## src/rtl/whitening_par_pkg.sv

```systemverilog
// Shared definitions for the parallel BLE data whitener: default LFSR geometry,
// channel-index width and the control FSM encoding.
package whitening_par_pkg;

   localparam int CHAN_IDX_W = 6;
   localparam int DEF_DATA_W = 8;
   localparam int DEF_LFSR_W = CHAN_IDX_W + 1;
   localparam logic [DEF_LFSR_W-1:0] DEF_POLY = 7'b0010001;

   typedef enum logic [1:0] {
      ST_IDLE  = 2'd0,
      ST_RUN   = 2'd1,
      ST_FLUSH = 2'd2
   } wh_state_e;

endpackage

```

## src/rtl/whitening_par_lfsr_step_n.sv

```systemverilog
// Combinational multi-step Galois LFSR advance; bit k of the keystream is the
// feedback bit of step k, taken before that step's shift.
module lfsr_step_n
   import whitening_par_pkg::*;
#(
   parameter int                LFSR_W = DEF_LFSR_W,
   parameter int                STEPS  = DEF_DATA_W,
   parameter logic [LFSR_W-1:0] POLY   = DEF_POLY
) (
   input  logic [LFSR_W-1:0] state_i,
   output logic [LFSR_W-1:0] state_o,
   output logic [STEPS-1:0]  ks_o
);

   // Stage 0 always receives the feedback bit, so tap bit 0 is ignored.
   localparam logic [LFSR_W-1:0] TAPS = POLY & {{(LFSR_W-1){1'b1}}, 1'b0};

   // Unrolled chain of single steps
   always_comb begin
      logic [LFSR_W-1:0] s;
      logic              fb;
      s    = state_i;
      fb   = 1'b0;
      ks_o = {STEPS{1'b0}};
      for (int k = 0; k < STEPS; k++) begin
         fb      = s[LFSR_W-1];
         ks_o[k] = fb;
         s       = {s[LFSR_W-2:0], fb} ^ (TAPS & {LFSR_W{fb}});
      end
      state_o = s;
   end

endmodule

```

## src/rtl/whitening_par.sv

```systemverilog
// Parallel data whitener: XORs each accepted beat with DATA_W LFSR keystream bits,
// counts beats of a packet and pulses done when the last beat leaves.
module whitening_par
   import whitening_par_pkg::*;
#(
   parameter int                DATA_W = DEF_DATA_W,
   parameter int                LFSR_W = DEF_LFSR_W,
   parameter logic [LFSR_W-1:0] POLY   = DEF_POLY,
   parameter int                LEN_W  = 16
) (
   input  logic              clk,
   input  logic              rst,
   input  logic              init,
   input  logic [LFSR_W-2:0] seed,
   input  logic [LEN_W-1:0]  len,
   input  logic              bypass,
   input  logic              in_valid,
   input  logic [DATA_W-1:0] in_data,
   output logic              in_ready,
   output logic              out_valid,
   output logic [DATA_W-1:0] out_data,
   input  logic              out_ready,
   output logic              done
);

   localparam logic [LEN_W-1:0] CNT_ZERO = {LEN_W{1'b0}};
   localparam logic [LEN_W-1:0] CNT_ONE  = {{(LEN_W-1){1'b0}}, 1'b1};

   wh_state_e         state_q, state_d;
   logic [LFSR_W-1:0] lfsr_q, lfsr_d, lfsr_step_s, seed_lfsr_s;
   logic [DATA_W-1:0] ks_s, out_data_q, out_data_d;
   logic [LEN_W-1:0]  cnt_q, cnt_d;
   logic              bypass_q, bypass_d;
   logic              out_valid_q, out_valid_d;
   logic              accept_s, out_xfer_s, last_beat_s;

   lfsr_step_n #(
      .LFSR_W (LFSR_W),
      .STEPS  (DATA_W),
      .POLY   (POLY)
   ) u_step (
      .state_i (lfsr_q),
      .state_o (lfsr_step_s),
      .ks_o    (ks_s)
   );

   assign accept_s    = in_valid && in_ready;
   assign out_xfer_s  = out_valid_q && out_ready;
   assign last_beat_s = (cnt_q == CNT_ONE);
   assign out_valid   = out_valid_q;
   assign out_data    = out_data_q;

   // Seed is bit-reversed into stages 1..LFSR_W-1; stage 0 starts at one
   always_comb begin
      seed_lfsr_s    = {LFSR_W{1'b0}};
      seed_lfsr_s[0] = 1'b1;
      for (int i = 1; i < LFSR_W; i++) begin
         seed_lfsr_s[i] = seed[LFSR_W-1-i];
      end
   end

   // FSM state register
   always_ff @(posedge clk or posedge rst) begin
      if (rst) begin
         state_q <= ST_IDLE;
      end else begin
         state_q <= state_d;
      end
   end

   // FSM next state; init overrides whatever the current state would do
   always_comb begin
      state_d = state_q;
      if (init) begin
         if (len != CNT_ZERO) begin
            state_d = ST_RUN;
         end else begin
            state_d = ST_IDLE;
         end
      end else begin
         case (state_q)
            ST_IDLE: state_d = ST_IDLE;
            ST_RUN: begin
               if (accept_s && last_beat_s) begin
                  state_d = ST_FLUSH;
               end else begin
                  state_d = ST_RUN;
               end
            end
            ST_FLUSH: begin
               if (out_xfer_s) begin
                  state_d = ST_IDLE;
               end else begin
                  state_d = ST_FLUSH;
               end
            end
            default: state_d = ST_IDLE;
         endcase
      end
   end

   // FSM outputs; a beat is never taken in the same cycle as init
   always_comb begin
      in_ready = 1'b0;
      done     = 1'b0;
      case (state_q)
         ST_IDLE: begin
            in_ready = 1'b0;
            done     = 1'b0;
         end
         ST_RUN: begin
            in_ready = !init && (!out_valid_q || out_ready);
            done     = 1'b0;
         end
         ST_FLUSH: begin
            in_ready = 1'b0;
            done     = !init && out_xfer_s;
         end
         default: begin
            in_ready = 1'b0;
            done     = 1'b0;
         end
      endcase
   end

   // Datapath next state: init reload, beat acceptance, or output drain
   always_comb begin
      lfsr_d      = lfsr_q;
      cnt_d       = cnt_q;
      bypass_d    = bypass_q;
      out_valid_d = out_valid_q;
      out_data_d  = out_data_q;
      if (init) begin
         lfsr_d      = seed_lfsr_s;
         cnt_d       = len;
         bypass_d    = bypass;
         out_valid_d = 1'b0;
      end else if (accept_s) begin
         cnt_d       = cnt_q - CNT_ONE;
         out_valid_d = 1'b1;
         if (bypass_q) begin
            out_data_d = in_data;
         end else begin
            out_data_d = in_data ^ ks_s;
            lfsr_d     = lfsr_step_s;
         end
      end else if (out_ready) begin
         out_valid_d = 1'b0;
      end else begin
         out_valid_d = out_valid_q;
      end
   end

   // Datapath registers
   always_ff @(posedge clk or posedge rst) begin
      if (rst) begin
         lfsr_q      <= {LFSR_W{1'b0}};
         cnt_q       <= CNT_ZERO;
         bypass_q    <= 1'b0;
         out_valid_q <= 1'b0;
         out_data_q  <= {DATA_W{1'b0}};
      end else begin
         lfsr_q      <= lfsr_d;
         cnt_q       <= cnt_d;
         bypass_q    <= bypass_d;
         out_valid_q <= out_valid_d;
         out_data_q  <= out_data_d;
      end
   end

endmodule
```

## config.mk

```make
export PLATFORM = sky130hd
export DESIGN_NAME = whitening_par
export DESIGN_NICKNAME = d
export VERILOG_FILES = /design/src/rtl/whitening_par_pkg.sv /design/src/rtl/whitening_par_lfsr_step_n.sv /design/src/rtl/whitening_par.sv
export SDC_FILE = /design/constraint.sdc
export NUM_CORES = 1
export LEC_CHECK = 0
export ABC_AREA = 1
export BUFFER_PORTS_ARGS = -buffer_cell sky130_fd_sc_hd__clkbuf_2
export CAP_MARGIN = 30
export CORE_ASPECT_RATIO = 0.9
export CORE_MARGIN = 3
export CORE_UTILIZATION = 59
export DETAILED_ROUTE_END_ITERATION = 7
export PLACE_DENSITY = 0.85
export REMOVE_ABC_BUFFERS = 1
export SYNTH_ARGS = -nofsm -noshare
export SYNTH_HDL_FRONTEND = slang
export SYNTH_SLANG_ARGS = --single-unit
```

## constraint.sdc

```tcl
create_clock -name clk -period 2.2 [get_ports clk]
set_input_delay 0.33 -clock clk [delete_from_list [all_inputs] [get_ports clk]]
set_output_delay 0.33 -clock clk [all_outputs]
set_load 0.05 [all_outputs]
```

# Word-level counts from Yosys, hierarchy flattened
# Cells that the tools add are included.
op_classes:
  n_addsub: 1
  n_eq_ne: 4
  mux: 16
  bitwise: 10
  n_reduce_logical: 13
op_table:
  columns: ["op", "count"]
  rows:
  - ["bitwise XOR 7 x 5 -> 7 bit", 8]
  - ["2-to-1 mux 16 bit", 2]
  - ["2-to-1 mux 7 bit", 3]
  - ["equality test 16 x 1 -> 1 bit, second input constant", 1]
  - ["nonzero test 16 bit", 1]
  - ["subtractor 16 x 1 -> 16 bit, second input constant", 1]
  - ["2-to-1 mux 8 bit", 1]
  - ["bitwise XOR 8 bit", 1]
  - ["2-to-1 mux 1 bit", 6]
  - ["2-to-1 mux 2 bit", 3]
  - ["logical AND 1 bit", 5]
  - ["case mux 2 bit (2 select lines)", 1]
  - ["AND reduction 2 bit", 2]
  - ["nonzero test 3 bit", 1]
  - ["equality test 2 x 1 -> 1 bit, second input constant", 1]
  - ["equality test 2 bit, second input constant", 1]
  - ["zero test 1 bit", 2]
  - ["inequality test 2 bit, second input constant", 1]
  - ["nonzero test 2 bit", 1]
  - ["logical OR 1 bit", 1]
  - ["inverter 1 bit", 1]
word_totals:
  reg_bits: 35
  output_inout_bits: 11
  wordCells: 50

# Longest topological paths before layout
depth:
  ltp_word: 11
  mapped_depth: 10

# Modules after synthesis
# A second synthesis with hierarchy kept.
unflattened:
  cells_unflattened: 339
  hier_area_um2: 2379.8
by_module_without_submodules:
  columns: ["mod", "instances", "cells_each", "area_per_inst_um2", "seq_area_each_um2"]
  rows:
  - ["whitening_par", 1, 297, 2147.1, 875.8]
  - ["lfsr_step_n", 1, 42, 232.7, 0.0]

# Worst setup path after synthesis
# OpenSTA, ideal clock, no wires.
synth_path:
  path_type: "reg2out"
  from: "reg out_valid_q (netlist: out_valid)"
  to: "out in_ready"
  t_arrival_ps: 1484
  required_time_ps: 1870
  setup_slack_ps: 386
  path_stages_with_launch: 4
  path_buffers: 0
  path_cell_list: "dfrtp_1 nand2_1 nand2_1 nor2_1"
synth_between:
  elab_chain_len: 4
synth_lines:
  columns: ["element", "line", "text"]
  rows:
  - ["start, declared", "whitening_par.sv:34", "logic out_valid_q, out_valid_d;"]
  - ["start signal, assigned", "whitening_par.sv:166", "out_valid_q <= out_valid_d;"]
  - ["zero test 1 bit", "whitening_par.sv:112", "in_ready = !init && (!out_valid_q || out_ready);"]
  - ["logical OR 1 bit", "whitening_par.sv:112", null]
  - ["logical AND 1 bit", "whitening_par.sv:112", null]
  - ["2-to-1 mux 1 bit", "whitening_par.sv:106", "case (state_q)"]
  - ["end, declared", "whitening_par.sv:19", "output logic in_ready,"]
# No other way between the ends.

# Worst setup path in the final report
layout_path:
  from: "reg state_q[1]"
  to: "out in_ready"
layout_between:
  elab_chain_len: 2
layout_lines:
  columns: ["element", "line", "text"]
  rows:
  - ["start, declared", "whitening_par.sv:29", "wh_state_e state_q, state_d;"]
  - ["start signal, assigned", "whitening_par.sv:67", "state_q <= state_d;"]
  - ["equality test 2 x 1 -> 1 bit", "whitening_par.sv:106", null]
  - ["2-to-1 mux 1 bit", "whitening_par.sv:106", null]
# No other way between the ends.

==> impl_metrics.tcl <==
set metrics [dict create \
    drive_gt1_share_pct 18.1 \
    ys_types 31 \
    synth_top_area_share_pct 39.2 \
    final_common_cell "nand2_1" \
    drv_cap 0 \
    cts_sinks 35 \
    seq_area_frac_synth_pct 39.2 \
    cp.required_ns 1.87 \
    hpwl_mm 4.05 \
    ys_warn_count 0 \
    synth_enable_flop_cells 0 \
    finalCriticalPeriod_ns 1.72 \
    cp-start-kind "register" \
    finalHoldViolCount 0 \
    hold_buffers 0 \
    end_kind "output pin" \
    synthesis.area_mm2 0.00223 \
    postSynthCellCount 315 \
    synthFlopType "dfrtp_1" \
    rsz0062_at_grt "false" \
    cts_tree "done" \
    synth-async-reset-ratio_pct 100 \
    rows 20 \
    antenna_found_initial 0 \
    cp.arrival_ns 1.39 \
    diodes 0 \
    tightest_slew_ns 0.442 \
    coreArea_mm2 0.00350 \
    place.port_buffers 46 \
    cts_buffers 5 \
    crit_fanout 2 \
    grt_max_degree 36 \
    vias 2175 \
    combPwrFrac_pct 35.6 \
    ctsResizeCount 0 \
    reg2reg_depth 10 \
    hold_class "input pin to async pin" \
    clock_path_buffers 2 \
    synth_seq_cells 35 \
    nFillCells 311 \
    vdd_drop_max_mv 0.725 \
    grt_pass1_vias 2060 \
    cts_root_buf "clkbuf_8" \
    ys_top_cells_by_area "dfrtp_1 39%, nand2_1 17%, nand3_1 7.4%" \
    cts_setup_buffers 0 \
    drtPass1Iterations 4 \
    ant_nets 0 \
    worstSetupPathType "register to output pin" \
    wl_per_cell_um 13.0 \
    nets 404 \
    power_per_cell_area_mw_per_mm2 778 \
    clkPwrFrac_pct 22.6 \
    vias_per_cell 5.32 \
    grtUsageTotal_pct 26.0 \
    clock.fmax_mhz 583 \
    clk_pin_slew_ns 0.07 \
    areaGrowthSynthToFinish_pct 15.6 \
    wl_mm 5.32 \
    cts_max_level 2 \
    switching_share_pct 40.7 \
    drv_slew 0 \
    setup_viol 0 \
    p_seq_share_pct 41.9 \
    slew_headroom_pct 70.5 \
    die_x_um 70.9 \
    pin_count 47 \
    finalSetupTns_ns 0 \
    route.detailed.drc 0 \
    dieHeight_um 64.4 \
    p_int_mw 1.19 \
    routabilityCongestion 0.922 \
    power.leakage_nw 1.38 \
    layout_common_cells "103 x nand2_1, 46 x clkbuf_2, 36 x inv_1, 35 x dfrtp_1, 33 x nand3_1" \
    switchingPower_mw 0.819 \
    grt_pass1_wl_mm 9.36 \
    status "finished clean" \
    synth_area_per_cell_um2 7.09 \
    drtIter0Drc 223 \
    dieArea_mm2 0.00456 \
    fin_skew_ns 0.00444 \
    synth.largest_area_cell "dfrtp_1" \
    overflow 0 \
    start_util_pct 63.8 \
    clkLatencyLatePin_ns 0.29 \
    worst_hold_slack_ns 0.112 \
    min_period_over_period_pct 78.0 \
]
[cells by family after synthesis]
family	count (synthesis)	share of synthesized area, %
xor gates and xnor gates	11	4.31
buffers and inverters	47	8.85
adders and majority gates	4	2.24
DFF	35	39.2
AOI/OAI and AO/OA	42	11.0
and+or+nand+nor	176	34.4
[synthesized netlist by cell type (2+ instances only)]
cell and number:
o21ai_1 5, buf_2 2, nor2_1 28, o21ai_0 19, nand2_1 103, o21bai_1 6
xnor2_1 2, o211ai_1 3, inv_2 2, clkbuf_1 3, nand3_1 33, ha_1 4
nor3_1 3, nand4_1 2, dfrtp_1 35, nand2_4 2, o22ai_1 3, xor2_1 9
inv_1 36, a21oi_1 4
[final timing paths]
path / start / endpoint / slack, ns
worst min register to register: out_data[2] / out_data[2] / 0.48
worst min-delay path: rst / out_data[5] / 0.11
worst max-delay path: state_q[1] / in_ready / 0.48
max in group asynchronous: rst / cnt_q[12] / 1.78
min in group clk: bypass / bypass_q / 0.25
worst max register to register: state_q[1] / state_q[1] / 0.49
[metrics by stage]
step                      std cells  total power, mW  area (um^2)  util (%)  worst slack (ns)
after floorplan                 308             1.37         2190         -             0.386
after global placement          401             1.54         2500      71.4             0.538
after detailed placement        401             1.57         2500      71.4             0.486
after CTS                       409             2.02         2580      73.8             0.461
after global routing            409             2.15         2580      73.8             0.215
final                           409             2.01         2580      73.8             0.485
[final cells by class]
cell class	count	area (um^2)	area share [%]
clock buffers	7	76.3	2.95
clock inverters	1	5.00	0.194
inverters	40	158	6.10
multi-input cells	233	1160	44.9
flip-flops and latches	35	876	33.9
well taps	44	55.1	2.13
repair buffers	49	253	9.78
[registers in the layout, summed over array words and instances, names as in the netlist]
signal / count
out_data: 8
cnt_q: 16
lfsr_q: 7
out_valid: 1
state_q: 2
bypass_q: 1
[metal layers]
layer  track usage, %  routed length (um)
met1             37.2                2420
met2             38.7                2390
met5                0                   0
met4             7.75                  70
met3             6.45                 447
[worst max-delay path, cell delays in order (launching register included)]
cell and delay (ns):
dfrtp_1 0.38, inv_1 0.06, ha_1 0.13, inv_1 0.10, nor2_1 0.14, clkbuf_2 0.29
[power by group through the flow]
stage,combinational [mW],clock [mW],sequential (mW)
after global routing,0.800,0.498,0.857
after CTS,0.717,0.457,0.841
final,0.715,0.454,0.842
after detailed placement,0.714,0,0.852
after global placement,0.695,0,0.849
after floorplan,0.378,0,0.988
Power figures use the tool's default switching activity.
